<file path="src/rtl/mem_port_arbiter.sv">
// mem_port_arbiter
// Shares the single-port 64x32 unified instruction/data memory between the
// instruction-fetch path (read-only) and the load/store path (read/write).
// Each access runs request -> grant -> memory cycle -> read response, with
// exactly one transaction in flight. Loads/stores normally win arbitration,
// but a streak counter forces fetch through after MAX_D_STREAK consecutive
// data grants taken while fetch was waiting.
//
// Ports
//   clk, rst          clock, asynchronous active-high reset
//   if_req/if_addr    fetch request and byte address
//   if_gnt            fetch accepted this cycle (combinational, IDLE only)
//   if_rvalid/rdata   fetch response pulse and held fetch data
//   d_req/d_we/...    load/store request, direction, byte address, store data
//   d_gnt             load/store accepted this cycle (combinational, IDLE only)
//   d_rvalid/d_rdata  load response pulse and held load data
//   mem_*             memory strobe, write enable, word index, write data,
//                     synchronous read data (valid the cycle after mem_en)
//   busy              a transaction is in flight
module mem_port_arbiter #(
  parameter int MAX_D_STREAK = 2,
  parameter int WORD_AW      = 6
) (
  input  logic               clk,
  input  logic               rst,
  input  logic               if_req,
  input  logic [31:0]        if_addr,
  output logic               if_gnt,
  output logic               if_rvalid,
  output logic [31:0]        if_rdata,
  input  logic               d_req,
  input  logic               d_we,
  input  logic [31:0]        d_addr,
  input  logic [31:0]        d_wdata,
  output logic               d_gnt,
  output logic               d_rvalid,
  output logic [31:0]        d_rdata,
  output logic               mem_en,
  output logic               mem_we,
  output logic [WORD_AW-1:0] mem_addr,
  output logic [31:0]        mem_wdata,
  input  logic [31:0]        mem_rdata,
  output logic               busy
);

  typedef enum logic [1:0] {
    ST_IDLE   = 2'd0,
    ST_ACCESS = 2'd1,
    ST_RESP   = 2'd2
  } state_t;

  localparam logic [3:0] MAX_STREAK = 4'(MAX_D_STREAK);

  state_t               r_state;
  logic [3:0]           r_streak;
  logic                 r_src_d;      // 1: data port owns the transaction
  logic                 r_mem_en;
  logic                 r_mem_we;
  logic [WORD_AW-1:0]   r_mem_addr;
  logic [31:0]          r_mem_wdata;
  logic                 r_if_rvalid;
  logic                 r_d_rvalid;
  logic [31:0]          r_if_rdata;
  logic [31:0]          r_d_rdata;
  logic                 r_busy;

  logic                 w_d_win;
  logic                 w_if_win;
  logic                 w_unused;

  // Byte-offset bits and bits above the word index do not select a word.
  assign w_unused = ^{if_addr[31:WORD_AW+2], if_addr[1:0],
                      d_addr[31:WORD_AW+2], d_addr[1:0]};

  // Arbitration: data wins unless fetch is waiting and the data streak is full.
  always_comb begin
    w_d_win  = 1'b0;
    w_if_win = 1'b0;
    if (r_state == ST_IDLE) begin
      if (d_req && (!if_req || (r_streak != MAX_STREAK))) begin
        w_d_win = 1'b1;
      end else if (if_req) begin
        w_if_win = 1'b1;
      end else begin
        w_d_win  = 1'b0;
        w_if_win = 1'b0;
      end
    end else begin
      w_d_win  = 1'b0;
      w_if_win = 1'b0;
    end
  end

  // Transaction FSM: capture on grant, drive memory in ACCESS, respond in RESP.
  always_ff @(posedge clk or posedge rst) begin
    if (rst) begin
      r_state     <= ST_IDLE;
      r_streak    <= 4'd0;
      r_src_d     <= 1'b0;
      r_mem_en    <= 1'b0;
      r_mem_we    <= 1'b0;
      r_mem_addr  <= '0;
      r_mem_wdata <= 32'd0;
      r_if_rvalid <= 1'b0;
      r_d_rvalid  <= 1'b0;
      r_if_rdata  <= 32'd0;
      r_d_rdata   <= 32'd0;
      r_busy      <= 1'b0;
    end else begin
      // Strobes are single-cycle unless re-armed below.
      r_mem_en    <= 1'b0;
      r_mem_we    <= 1'b0;
      r_if_rvalid <= 1'b0;
      r_d_rvalid  <= 1'b0;
      case (r_state)
        ST_IDLE: begin
          if (w_d_win) begin
            r_state     <= ST_ACCESS;
            r_busy      <= 1'b1;
            r_src_d     <= 1'b1;
            r_mem_en    <= 1'b1;
            r_mem_we    <= d_we;
            r_mem_addr  <= d_addr[WORD_AW+1:2];
            r_mem_wdata <= d_wdata;
            // Streak only grows while fetch is actually being held off.
            if (!if_req) begin
              r_streak <= 4'd0;
            end else if (r_streak == MAX_STREAK) begin
              r_streak <= r_streak;
            end else begin
              r_streak <= r_streak + 4'd1;
            end
          end else if (w_if_win) begin
            r_state     <= ST_ACCESS;
            r_busy      <= 1'b1;
            r_src_d     <= 1'b0;
            r_mem_en    <= 1'b1;
            r_mem_we    <= 1'b0;
            r_mem_addr  <= if_addr[WORD_AW+1:2];
            r_mem_wdata <= 32'd0;
            r_streak    <= 4'd0;
          end else begin
            r_state <= ST_IDLE;
            r_busy  <= 1'b0;
          end
        end
        ST_ACCESS: begin
          // r_mem_we still holds the captured direction during ACCESS.
          if (r_mem_we) begin
            r_state <= ST_IDLE;
            r_busy  <= 1'b0;
          end else begin
            r_state <= ST_RESP;
            if (r_src_d) begin
              r_d_rvalid <= 1'b1;
            end else begin
              r_if_rvalid <= 1'b1;
            end
          end
        end
        ST_RESP: begin
          r_state <= ST_IDLE;
          r_busy  <= 1'b0;
          if (r_src_d) begin
            r_d_rdata <= mem_rdata;
          end else begin
            r_if_rdata <= mem_rdata;
          end
        end
        default: begin
          r_state <= ST_IDLE;
          r_busy  <= 1'b0;
        end
      endcase
    end
  end

  assign if_gnt    = w_if_win;
  assign d_gnt     = w_d_win;
  assign if_rvalid = r_if_rvalid;
  assign d_rvalid  = r_d_rvalid;
  // Memory data arrives during RESP; pass it through then, hold it afterwards.
  assign if_rdata  = r_if_rvalid ? mem_rdata : r_if_rdata;
  assign d_rdata   = r_d_rvalid  ? mem_rdata : r_d_rdata;
  assign mem_en    = r_mem_en;
  assign mem_we    = r_mem_we;
  assign mem_addr  = r_mem_addr;
  assign mem_wdata = r_mem_wdata;
  assign busy      = r_busy;

endmodule

</file>
<file path="config.mk">
export PLATFORM = sky130hd
export DESIGN_NAME = mem_port_arbiter
export DESIGN_NICKNAME = d
export VERILOG_FILES = /design/src/rtl/mem_port_arbiter.sv
export SDC_FILE = /design/constraint.sdc
export NUM_CORES = 1
export LEC_CHECK = 0
export CORE_ASPECT_RATIO = 1.75
export CORE_UTILIZATION = 44
export DETAILED_ROUTE_END_ITERATION = 8
export PLACE_DENSITY_LB_ADDON = 0.1
export SLEW_MARGIN = 20
export SYNTH_ARGS = -nofsm -noshare
export SYNTH_HDL_FRONTEND = slang
export SYNTH_SLANG_ARGS = --single-unit
</file>
<file path="constraint.sdc">
create_clock -name clk -period 8 [get_ports clk]
set_input_delay 1.6 -clock clk [delete_from_list [all_inputs] [get_ports clk]]
set_output_delay 1.6 -clock clk [all_outputs]
set_load 0.01 [all_outputs]
</file>
==> results of run 1 <==
## registers in the layout (all words and copies together), names as in the netlist
name / cells
mem_we: 1
busy: 1
mem_wdata: 32
mem_en: 1
r_src_d: 1
r_streak: 4
if_rvalid: 1
r_d_rdata: 32
r_state: 2
r_if_rdata: 32
d_rvalid: 1
mem_addr: 6
## path summary, 6_finish.rpt
check	depth (start not counted)	slack, ns	from	to
worst min register to register	1	0.48	mem_we	r_state[1]
worst max-delay path	5	2.76	if_req	d_gnt
max in group asynchronous	3	5.08	rst	r_d_rdata[12]
worst max register to register	3	5.85	r_state[0]	r_if_rdata[25]
min in group asynchronous	2	1.57	rst	mem_wdata[7]
worst min-delay path	1	0.48	mem_we	r_state[1]
## metrics by stage
| step | hold WS (ns) | instances | cell area, µm² |
|---|---|---|---|
| 6_report | 0.480 | 696 | 7650 |
| 5_1_grt | 0.511 | 696 | 7650 |
| 4_1_cts | 0.484 | 696 | 7650 |
| 3_5_place_dp | 0.466 | 664 | 7090 |
| 3_3_place_gp | 0.453 | 664 | 7090 |
| 2_1_floorplan | 0.475 | 361 | 5100 |
## power groups by stage
| stage | registers, mW | logic [mW] | clock network (mW) |
|---|---|---|---|
| finish | 1.01 | 1.60 | 0.702 |
| global route | 1.05 | 1.71 | 0.749 |
| CTS | 1.02 | 1.63 | 0.719 |
| detailed placement | 1.02 | 1.62 | 0 |
| global placement | 1.00 | 1.60 | 0 |
| floorplan | 1.01 | 0.835 | 0 |
## logic make-up after synthesis
kind of cell	Yosys count	synth area share
flip-flops	114	0.559
AO/OA/AOI/OAI	53	0.0846
adder cells (fa/ha/maj)	2	0.00490
buffers and inverters	30	0.0294
multiplexers	129	0.285
AND/OR/NAND/NOR	33	0.0375
## layout make-up
class / count / share of cell area
clock buffers: 19 / 0.0592
clock inverters: 13 / 0.0145
inverters: 5 / 0.00278
multi-input cells: 217 / 0.275
flip-flops and latches: 114 / 0.373
well taps: 132 / 0.0216
repair buffers: 196 / 0.254
## metal layers
layer  routed length [µm]  up-vias  global-route usage
met3                  748       17              0.0668
met5                    0        -                   0
met2                 6630      135               0.390
li1                     -     1704                   -
met1                 4700     1780               0.237
met4                  236        0              0.0830
## layout by cell type, fill, tap and decap left out, types with 2 or more instances in the layout
cell and count:
a21oi_1 8, mux2_2 129, clkinv_2 4, nand2b_1 2, a32o_1 3, clkdlybuf4s50_1 189
nand2_1 4, clkinvlp_4 7, ha_1 2, a221oi_1 6, inv_1 4, nor2_1 13
buf_4 7, a22o_1 32, nor3b_4 2, and2_1 2, clkbuf_16 17, dfrtp_1 114
clkbuf_8 2, nor2b_1 2
==> impl_metrics.toml, run 1 <==
[cts]
postCtsHoldBufs = 0
postCtsSetupRepairBufs = 0
cts_tree = "built"
path_clk_slew_ns = 0.05
numCtsBuffers = 17
insertion_delay_ns = 0.41
clockBufferDepth = 2
cts_root_buf = "clkbuf_16"
cts.sink_count = 114
cts_htree_levels = 4
cts_resized = 0

[global_routing]
grt_usage = 0.216
grt_remaining_overflow = 0
grt_pass1_vias = 4028
antenna_found_initial = 0
grt_pass1_wl_um = 20000
grt_max_degree = 78

[critical_path]
endpoint_kind = "output pin"
cp_common_cell = "clkdlybuf4s50_1"
critical_path_class = "input port to output pin"
path_delay_family = "buffers and inverters"
path_max_fanout = 37
critPathBufInv = 3
cp_slowest_cell = "clkdlybuf4s50_1"
worstPathCellList = "clkdlybuf4s50_1 > and4bb_2 > nor3b_4 > buf_4 > clkdlybuf4s50_1"
cp_slowest_stage_delay_ns = 0.61
crit_required_ns = 6.40
critPathLaunchType = "input port"
crit_arrival_ns = 3.64

[final_layout]
fillers = 838
drive_gt1_frac = 0.309
final_core_util = 0.682
regArea_mm2 = 0.00285
syn_to_final_growth_pct = 50.0
antennaDiodeCount = 0
nNetsFinal = 686
multi_input_area_mm2 = 0.00211

[floorplan]
ios = 242
rows = 51
dieHeight_um = 144
core_mm2 = 0.0112
die_w_um = 83.4
initial_core_util = 0.454
die_area_mm2 = 0.0121

[yosys]
synth_nets = 496
synth_top_area_cell = "dfrtp_1"
synth-main-ff-cell = "dfrtp_1"
ys_types = 31
ys_seq_area_frac = 0.559
synth_edf_count = 0
synthMostInstantiatedCell = "mux2_2"
ys_top_cells_by_count = "mux2_2, dfrtp_1, a22o_1, nor2_1, buf_2"
synth_top_area_frac = 0.559
syn-instance-count = 361
ys_ff_latch = 114
avgSynthCellArea_um2 = 14.1
synth_area_mm2 = 0.00510
ys_warn_count = 0
async_reset_ff_frac = 1.00
synth.area.top_cells = "dfrtp_1, mux2_2, a22o_1"

[timing]
rsz0062_at_grt = "no"
fin_crit_sh = 0.655
setup_ws_ns = 2.76
setup_tns_ns = 0
slew_viol_final = 0
relSlewSlack = 0.351
hold_violations = 0
timing.fmax_ghz = 0.191
setup_viol = 0
worstMarginPinSlew_ns = 0.974
finClkSkew_ns = 0.00671
fin_crit_ns = 5.24

[routing]
routed_wl_um = 12300
drt_iter0_drc = 79
firstDrtPassIters = 4
dr_total_vias = 3636
drc = 0
via_per_inst = 5.22
ant_nets = 0
wire_per_inst_um = 17.7

[power_and_ir_drop]
netSwitchingFraction = 0.312
pwr-share-seq = 0.306
power_switching_mw = 1.04
pwr-share-clk = 0.211
p_total_mw = 3.32
peakVddDrop_v = 0.000293
p_leak_nw = 3.20
share_comb_of_total_power = 0.483
p_int_mw = 2.28
power.density_mw_per_mm2 = 434

[place]
routabilityCongestion = 0.723
dp_hpwl_um = 8470
dp_slack_ns = 2.77
io_buffers = 189

[flow_run]
cap_violations = 0

[status]
status = "complete, no violations"

[min_path]
hp-class = "flop to flop"
Note: power is estimated with default switching activity, not from simulation.
==> run 2, diff against run 1 <==
- CORE_UTILIZATION: 44 -> 41
- clock period: 8 -> 5.25 ns (I/O delays scaled with it)
==> impl_metrics.toml, run 2 (synthesized netlist as in run 1, its figures left out) <==
[timing]
relSlewSlack = 0.496
slew_viol_final = 0
rsz0062_at_grt = "no"
worstMarginPinSlew_ns = 0.756
fin_crit_sh = 0.713
timing.fmax_ghz = 0.267
fin_crit_ns = 3.75
setup_viol = 0
finClkSkew_ns = 0.0105
setup_tns_ns = 0
hold_violations = 0
hold_ws_ns = 0.485

[routing]
drt_iter0_drc = 64
wire_per_inst_um = 17.4
drc = 0
firstDrtPassIters = 4
routed_wl_um = 12700
via_per_inst = 5.12
dr_total_vias = 3730
ant_nets = 0

[final_layout]
regArea_mm2 = 0.00285
layout_common_cells = "clkdlybuf4s50_1, mux2_2, dfrtp_1"
final_common_cell = "clkdlybuf4s50_1"
final_cell_area_mm2 = 0.00772
fillers = 994
antennaDiodeCount = 0
multi_input_area_mm2 = 0.00211
drive_gt1_frac = 0.303
syn_to_final_growth_pct = 51.4
nNetsFinal = 687

[cts]
numCtsBuffers = 17
postCtsSetupRepairBufs = 0
insertion_delay_ns = 0.41
path_clk_slew_ns = 0.05
cts.sink_count = 114
cts_resized = 0
postCtsHoldBufs = 0
cts_tree = "built"
cts_htree_levels = 4
clockBufferDepth = 2
cts_root_buf = "clkbuf_16"

[critical_path]
crit_required_ns = 4.20
cp_slowest_stage_delay_ns = 0.57
critPathLaunchType = "input port"
path_delay_family = "buffers and inverters"
worstPathCellList = "clkdlybuf4s50_1 > and4bb_2 > nor3b_4 > clkdlybuf4s50_1"
cp_slowest_cell = "clkdlybuf4s50_1"
critical_path_class = "input port to output pin"
path_max_fanout = 8
crit_arrival_ns = 2.70
critPathBufInv = 2
endpoint_kind = "output pin"
cp_common_cell = "clkdlybuf4s50_1"

[floorplan]
ios = 242
dieHeight_um = 150
die_area_mm2 = 0.0129
core_mm2 = 0.0121
rows = 53
initial_core_util = 0.423
die_w_um = 86.3

[place]
post_dp_cell_area_mm2 = 0.00714
routabilityCongestion = 0.705
dp_hpwl_um = 8810
io_buffers = 189

[global_routing]
grt_max_degree = 46
grt_pass1_vias = 4150
antenna_found_initial = 0
grt_usage = 0.214
grt_remaining_overflow = 0
grt_pass1_wl_um = 20800

[flow_run]
cap_violations = 0

[status]
status = "complete, no violations"

[min_path]
hp-class = "flop to flop"

[power_and_ir_drop]
power.density_mw_per_mm2 = 665
p_leak_nw = 3.22
peakVddDrop_v = 0.000339
-- run 2: cell type report --
class                      count  area share
sequential                   114       0.369
multi-input combinational    217       0.273
timing repair buffer         197       0.253
clock buffer                  21      0.0583
tap                          165      0.0267
clock inverter                10      0.0175
inverter                       5     0.00275
-- run 2: worst paths after layout --
check / from / to / slack (ns) / depth (start not counted)
max: if_req / d_gnt / 1.50 / 4
min: mem_we / r_state[1] / 0.48 / 1
max reg2reg: r_state[0] / mem_wdata[2] / 3.06 / 4
min reg2reg: mem_we / r_state[1] / 0.48 / 1
max in group asynchronous: rst / mem_addr[3] / 3.36 / 3
min in group asynchronous: rst / r_if_rdata[9] / 0.99 / 2
-- run 2: per-layer routing --
| metal | global-route usage | part of all wire | vias up |
|---|---|---|---|
| li1 | - | - | 1711 |
| met1 | 0.236 | 0.38 | 1857 |
| met2 | 0.377 | 0.55 | 144 |
| met3 | 0.0656 | 0.055 | 18 |
| met4 | 0.0850 | 0.022 | 0 |
| met5 | 0 | 0 | - |
-- run 2: power breakdown --
group	internal [mW]	switching [mW]	total [mW]
registers	1.29	0.236	1.53
clock network	0.752	0.383	1.13
logic	1.52	0.954	2.47
-- run 2: stage by stage --
stage	instances	total power [mW]	setup WS [ns]	util
after floorplan	361	2.81	1.18	-
after global placement	698	3.98	1.52	0.592
after detailed placement	698	4.04	1.51	0.592
after CTS	729	5.21	1.51	0.640
after global routing	729	5.44	1.43	0.640
final	729	5.13	1.50	0.640
